--- src/rtl/bus_timer.sv ---
// Memory-mapped prescaled timer: COUNT, COMPARE, sticky match flag, level irq.
// Sits on the CPU external data bus next to the MEM stage.
module bus_timer #(
   parameter int PRE_W = 16,
   parameter int CNT_W = 32
) (
   input  logic        clk,
   input  logic        rst,
   input  logic [31:0] addr,
   input  logic        cs,
   input  logic        wr_rd,
   input  logic [31:0] data_in,
   output logic [31:0] data_out,
   output logic        irq
);

   localparam logic [1:0] REG_CTRL = 2'd0;
   localparam logic [1:0] REG_PRE  = 2'd1;
   localparam logic [1:0] REG_CNT  = 2'd2;
   localparam logic [1:0] REG_CMP  = 2'd3;

   logic             en;
   logic             ar;
   logic             ie;
   logic             mf;
   logic [PRE_W-1:0] prescale;
   logic [PRE_W-1:0] pre_cnt;
   logic [CNT_W-1:0] count;
   logic [CNT_W-1:0] compare;

   logic       wr;
   logic       rd;
   logic [1:0] sel;
   logic       tick;
   logic       match;

   assign sel   = addr[3:2];
   assign wr    = cs & wr_rd;
   assign rd    = cs & ~wr_rd;
   assign tick  = en & (pre_cnt == prescale);
   assign match = tick & (count == compare);
   assign irq   = mf & ie;

   always_ff @(posedge clk) begin
      if (!rst) begin
         en       <= 1'b0;
         ar       <= 1'b0;
         ie       <= 1'b0;
         mf       <= 1'b0;
         prescale <= '0;
         pre_cnt  <= '0;
         count    <= '0;
         compare  <= '1;
      end else begin
         if (wr && sel == REG_CTRL) begin
            en <= data_in[0];
            ar <= data_in[1];
            ie <= data_in[2];
         end

         // A match in the same cycle beats a software clear
         if (match)
            mf <= 1'b1;
         else if (wr && sel == REG_CTRL && data_in[8])
            mf <= 1'b0;

         if (wr && sel == REG_PRE)
            prescale <= data_in[PRE_W-1:0];

         if (wr && sel == REG_PRE)
            pre_cnt <= '0;
         else if (tick)
            pre_cnt <= '0;
         else if (en)
            pre_cnt <= pre_cnt + PRE_W'(1);

         // Software write to COUNT overrides the tick update
         if (wr && sel == REG_CNT)
            count <= data_in[CNT_W-1:0];
         else if (tick)
            count <= (match && ar) ? '0 : count + CNT_W'(1);

         if (wr && sel == REG_CMP)
            compare <= data_in[CNT_W-1:0];
      end
   end

   always_comb begin
      data_out = '0;
      if (rd) begin
         unique case (sel)
            REG_CTRL: data_out = {23'd0, mf, 5'd0, ie, ar, en};
            REG_PRE:  data_out = 32'(prescale);
            REG_CNT:  data_out = 32'(count);
            REG_CMP:  data_out = 32'(compare);
            default:  data_out = '0;
         endcase
      end
   end

endmodule
--- config.mk ---
export PLATFORM = sky130hd
export DESIGN_NAME = bus_timer
export DESIGN_NICKNAME = d
export VERILOG_FILES = /design/src/rtl/bus_timer.sv
export SDC_FILE = /design/constraint.sdc
export NUM_CORES = 1
export LEC_CHECK = 0
export ABC_AREA = 1
export ABC_CLOCK_PERIOD_IN_PS = 2830
export BUFFER_PORTS_ARGS = -buffer_cell sky130_fd_sc_hd__buf_4
export CAP_MARGIN = 20
export CORE_ASPECT_RATIO = 1.25
export CORE_MARGIN = 5
export CORE_UTILIZATION = 30
export DETAILED_ROUTE_END_ITERATION = 8
export GPL_TIMING_DRIVEN = 1
export PLACE_DENSITY = 0.59
export SYNTH_ARGS = -nofsm -noshare
export SYNTH_HDL_FRONTEND = slang
export SYNTH_SLANG_ARGS = --single-unit
--- constraint.sdc ---
create_clock -name clk -period 2.83 [get_ports clk]
set_input_delay 0.1415 -clock clk [delete_from_list [all_inputs] [get_ports clk]]
set_output_delay 0.1415 -clock clk [all_outputs]
set_load 0.02 [all_outputs]
After elaboration in Yosys (flattened, before gate mapping)
Index checks and enable logic that the tools add are counted.
{"block": "word_totals", "regBits": 100, "output_inout_bits": 33, "wordCells": 39, "in_bits": 68}
{"block": "classes", "n_mux": 7, "n_bitwise": 7, "n_eq_ne": 5, "n_reduce_logical": 10, "n_addsub": 2}
{"operator": "$mux 32", "n": 4}
{"operator": "$pmux 32 s4", "n": 1}
{"operator": "$add 32x1->32 const B", "n": 1}
{"operator": "$eq 32x32->1", "n": 1}
{"operator": "$add 16x1->16 const B", "n": 1}
{"operator": "$eq 16x16->1", "n": 1}
{"operator": "$logic_and 1x1->1", "n": 6}
{"operator": "$and 1x1->1", "n": 5}
{"operator": "$eq 2x2->1 const B", "n": 2}
{"operator": "$reduce_bool 2->1", "n": 2}
{"operator": "$reduce_or 3->1", "n": 1}
{"operator": "$eq 2x1->1 const B", "n": 1}
{"operator": "$logic_not 2->1", "n": 1}
{"operator": "$mux 1", "n": 2}
{"operator": "$not 1->1", "n": 2}

Longest topological paths before layout
{"block": "logic_depth", "depth_word": 7, "depth_mapped": 12, "mapped_depth_nobuf": 12}

Worst setup path after synthesis
No wires, ideal clock.
{"block": "synth_path", "kind": "register -> register", "startpoint": "reg count[0]", "endpoint": "reg count[26]", "required_time_ns": 2.760, "setup_slack_ns": 1.269, "n_path_buf": 0, "stages_incl_launch_ff": 12, "arrival_time_ns": 1.490, "setup_time_ns": 0.070, "synth_period_minus_slack_ns": 1.561, "path_cell_list": "dfxtp_1 ha_1 nand3_2 nor2_2 nand2_1 nor2_2 nand2_1 nand2_1 nand2_1 nor2_1 nand3_1 a21oi_1"}
{"block": "synth_via", "elab_chain_len": 6, "word_cells_on_any_way": 7, "classes_between": "add/sub (1); eq/ne (1); mux (3); bitwise (1); reduce/logical (1)"}
{"element": "from (decl)", "line": "28", "source": "logic [CNT_W-1:0] count;"}
{"element": "from (signal assigned)", "line": "79", "source": "count <= data_in[CNT_W-1:0];"}
{"element": "from (signal assigned)", "line": "81", "source": "count <= (match && ar) ? '0 : count + CNT_W'(1);"}
{"element": "branches (longest 3 deep; another with $add 32x1->32)"}
{"element": "$mux 32 *", "line": "81"}
{"element": "$mux 32 *", "line": "80", "source": "else if (tick)"}
{"element": "$mux 32 *", "line": "78", "source": "if (wr && sel == REG_CNT)"}
Every way passes the cells marked *. The select of a mux whose other input is x is not followed.
A chain may end at the register's enable or synchronous reset.

Worst setup path in the final report
{"block": "layout_path", "startpoint": "reg count[0]", "endpoint": "reg count[30]"}
The elaborated chain is that of the path after synthesis.

==> impl_metrics.ini <==
[placement]
routability_driven_placement_congestion_ratio = 0.893
post-dp-hpwl_um = 14800
placed_cells = 1419
preCtsSetupSlack_ns = 0.806
portBuffers = 70

[sta]
slew_headroom_pct = 55.1
fin_worst_skew_ns = 0.00761
worst-slew-pin-transition_ns = 0.672
highest_clock_frequency_the_design_can_meet_mhz = 496
rsz_0062_raised_after_global_routing = false
post-route-period-util_pct = 71.3
timing_hold_violations_final = 0
fin_tns_setup_ns = 0
finalWorstPathRequiredPeriod_ns = 2.02
timing_max_transition_violations_final = 0
setup_viol_count_final = 0
postLayoutSetupSlackWorst_ns = 0.813

[layout]
post_layout_nonfiller_instances = 1433
drive_above_1_share_pct = 11.2
area_growth_syn_to_layout_pct = 16.1
antenna-diode-count = 0
fin_nets = 1222

[power]
swShare_pct = 27.5
clock_power_share_pct = 37.5
pwr_density_cell_nw_per_um2 = 396
netSwitchingPower_w = 0.000823
power.share.combinational_pct = 13.0
share_seq_of_total_power_pct = 49.5
total_leakage_power_nw = 3.26
internal_power_w = 0.00217
ir_worst_vdd_mv = 0.308

[yosys]
share_of_the_yosys_chip_area_belonging_to_registers_pct = 30.8
synthDominantAreaCellType = sky130_fd_sc_hd__dfxtp_1
post_synth_main_area_contributors = sky130_fd_sc_hd__dfxtp_1 31%, sky130_fd_sc_hd__nand2_1 17%, sky130_fd_sc_hd__inv_1 9.2%, sky130_fd_sc_hd__nor2_1 8.1%, sky130_fd_sc_hd__a21oi_1 7.7%
netlist_instances = 1097
post_synth_num_cell_types = 34
syn-mean-instance-area_um2 = 5.93
synth-main-ff-cell = sky130_fd_sc_hd__dfxtp_1
yosys_synthesis_warning_count = 0
asyncSetResetFlopFracSynth_pct = 0
synth_fp_nets = 1167
synth_top_area_share_pct = 30.8
synth_enable_flop_cells = 0
synth.cell_area_um2 = 6510
postSynthRegisterBits = 100

[worst_setup_path]
worstPathCellList = ha_1, nand3_2, inv_1, nand2_1, nor2_1, nand3_1, a21oi_1, nand3_1, a21oi_1
crit_path_top_delay_cell = sky130_fd_sc_hd__dfxtp_1
cp.required_ns = 3.12
worst-setup-path-type = reg2reg
cp_arrival_ns = 2.30
critPathLaunchType = flop
critical_path.endpoint_type = flop
critical_path.max_stage_delay_ns = 0.44
crit_buf_inv = 1
worst_path_dominant_cell_family = simple AND/OR/NAND/NOR gates
timing.critical_path.fanout_max = 6

[floorplanning]
io-pin-count = 101
die_height_um = 175
chipWidth_um = 142
placementRows = 60
standard_cell_core_area_um2 = 21500
die_ar_um2 = 24800
floorplan.initialDensity_pct = 30.3

[grt]
grt_pass1_wl_um = 31700
grt_max_degree = 65
antenna_found_initial = 0
groute.usage.overall_pct = 15.8
global_route.overflow_total = 0
grt_pass1_vias = 6242

[routing]
ant_nets = 0
post-route-drc-count = 0
detail_route.first_pass.iterations = 4
dr_vias = 6721
vias_per_cell = 4.69
finalWirelength_um = 19700
drt_first_iter_violations = 458
wl_per_cell_um = 13.7

[clocking]
cts_inserted_buffers = 9
clock-root-buffer = sky130_fd_sc_hd__clkbuf_16
clk_latency_ns = 0.36
post_cts.repair.setup_buffers = 0
ctsLongestPathBuffers = 2
tritoncts_clock_tree = done
cts.sink_count = 100
htree_depth = 3
clk_transition_reported_paths_ns = 0.07
post_cts_resize_count = 0

[worst_hold_path]
worstHoldPathType = in2reg

[flow_run]
cap_viol_max_count = 0

[outcome]
outcome = finished, final reports clean
[power groups by stage]
| stage | Sequential (W) | Combinational, W | Clock, W |
|---|---|---|---|
| 2_1_floorplan | 0.00150 | 0.000241 | 0 |
| 3_3_place_gp | 0.00151 | 0.000388 | 0 |
| 3_5_place_dp | 0.00151 | 0.000390 | 0 |
| 4_1_cts | 0.00148 | 0.000393 | 0.00116 |
| 5_1_grt | 0.00149 | 0.000438 | 0.00120 |
| 6_report | 0.00148 | 0.000390 | 0.00112 |
[layer usage]
metal | wire length (µm) | track usage, % | vias to the layer above | share of wire, %
met5 | 0 | 0 | - | 0
met4 | 607 | 7.00 | 0 | 3.1
met3 | 632 | 2.08 | 29 | 3.2
li1 | - | - | 3562 | -
met1 | 8760 | 19.1 | 3009 | 45
met2 | 9680 | 27.7 | 121 | 49
[final timing paths]
kind,from,cells past startpoint,endpoint,slack [ns]
worst max-delay path,count[0]$_SDFFE_PN0P_,9,count[30]$_SDFFE_PN0P_,0.81
worst min-delay path,data_in[16],3,compare[16]$_SDFFE_PN1P_,0.01
worst max register to register,count[0]$_SDFFE_PN0P_,9,count[30]$_SDFFE_PN0P_,0.81
worst min register to register,prescale[7]$_SDFFE_PN0P_,2,prescale[7]$_SDFFE_PN0P_,0.49
[Yosys cell counts (2+ instances only)]
master and n:
sky130_fd_sc_hd__nand2_1 297, sky130_fd_sc_hd__inv_1 160, sky130_fd_sc_hd__nor2_1 141, sky130_fd_sc_hd__a21oi_1 100
sky130_fd_sc_hd__dfxtp_1 100, sky130_fd_sc_hd__o21ai_0 88, sky130_fd_sc_hd__nand3_1 55, sky130_fd_sc_hd__clkbuf_1 23
sky130_fd_sc_hd__xor2_1 23, sky130_fd_sc_hd__nor3_1 14, sky130_fd_sc_hd__o21ai_1 11, sky130_fd_sc_hd__inv_2 10
sky130_fd_sc_hd__o22ai_1 10, sky130_fd_sc_hd__buf_2 7, sky130_fd_sc_hd__buf_4 7, sky130_fd_sc_hd__nor2_2 7
sky130_fd_sc_hd__nand3_2 6, sky130_fd_sc_hd__nand4_1 6, sky130_fd_sc_hd__buf_6 4, sky130_fd_sc_hd__nor2_4 4
sky130_fd_sc_hd__o221ai_1 4, sky130_fd_sc_hd__xnor2_1 4, sky130_fd_sc_hd__a221oi_1 2, sky130_fd_sc_hd__ha_1 2
sky130_fd_sc_hd__nand2_2 2, sky130_fd_sc_hd__o21bai_1 2
[repair_timing]
item | CTS | global route
setup endpoints to repair | 0 | 0
hold endpoints to repair | 1 | 0
hold buffers | 1 | 0
[placed cells by master, fill, tap and decap left out, types with 5 or more instances in the layout]
| cell type | n |
|---|---|
| sky130_fd_sc_hd__a21oi_1 | 100 |
| sky130_fd_sc_hd__buf_4 | 82 |
| sky130_fd_sc_hd__clkbuf_16 | 9 |
| sky130_fd_sc_hd__dfxtp_1 | 100 |
| sky130_fd_sc_hd__inv_1 | 160 |
| sky130_fd_sc_hd__inv_2 | 10 |
| sky130_fd_sc_hd__nand2_1 | 297 |
| sky130_fd_sc_hd__nand3_1 | 55 |
| sky130_fd_sc_hd__nand3_2 | 6 |
| sky130_fd_sc_hd__nand4_1 | 6 |
| sky130_fd_sc_hd__nor2_1 | 140 |
| sky130_fd_sc_hd__nor2_2 | 7 |
| sky130_fd_sc_hd__nor2_4 | 5 |
| sky130_fd_sc_hd__nor3_1 | 14 |
| sky130_fd_sc_hd__o21ai_0 | 88 |
| sky130_fd_sc_hd__o21ai_1 | 11 |
| sky130_fd_sc_hd__o22ai_1 | 10 |
| sky130_fd_sc_hd__xor2_1 | 23 |
[stage by stage]
step | utilization [%] | hold slack (ns) | power, W | area [µm²]
after detailed placement | 34.0 | 0.376 | 0.00190 | 7300
after global routing | 35.2 | 0.0176 | 0.00313 | 7560
after global placement | 34.0 | 0.366 | 0.00190 | 7300
after floorplan | - | 0.268 | 0.00174 | 6510
after CTS | 35.2 | 0.00176 | 0.00303 | 7560
final | 35.2 | 0.0138 | 0.00299 | 7560
[registers in the layout, indices dropped and copies added, names as in the netlist]
register / count
ar: 1
compare: 32
ie: 1
prescale: 16
pre_cnt: 16
count: 32
mf: 1
en: 1
[worst min-delay path, cell delays in order]
cell and delay, ns:
sky130_fd_sc_hd__buf_4 0.09, sky130_fd_sc_hd__a21oi_1 0.05, sky130_fd_sc_hd__o21ai_0 0.06
[logic make-up (layout without fill, tap and decap cells)]
| kind of cell | count (synthesis) | after routing | share of synthesized area [%] |
|---|---|---|---|
| adders and majority gates | 2 | 2 | 0.384 |
| buffers and inverters | 212 | 269 | 13.2 |
| and+or+nand+nor | 536 | 536 | 34.4 |
| DFF | 100 | 100 | 30.8 |
| xor gates and xnor gates | 27 | 27 | 3.63 |
| AOI/OAI and AO/OA | 220 | 220 | 17.6 |
[cell type report]
cell class,count,area (µm²)
Fill cell,2459,13900
Multi-Input combinational cell,785,3650
Sequential cell,100,2000
Timing Repair Buffer,85,666
Inverter,171,642
Tap cell,279,349
Clock buffer,10,229
Clock inverter,3,17.5
Note: power is estimated with default switching activity, not from simulation.
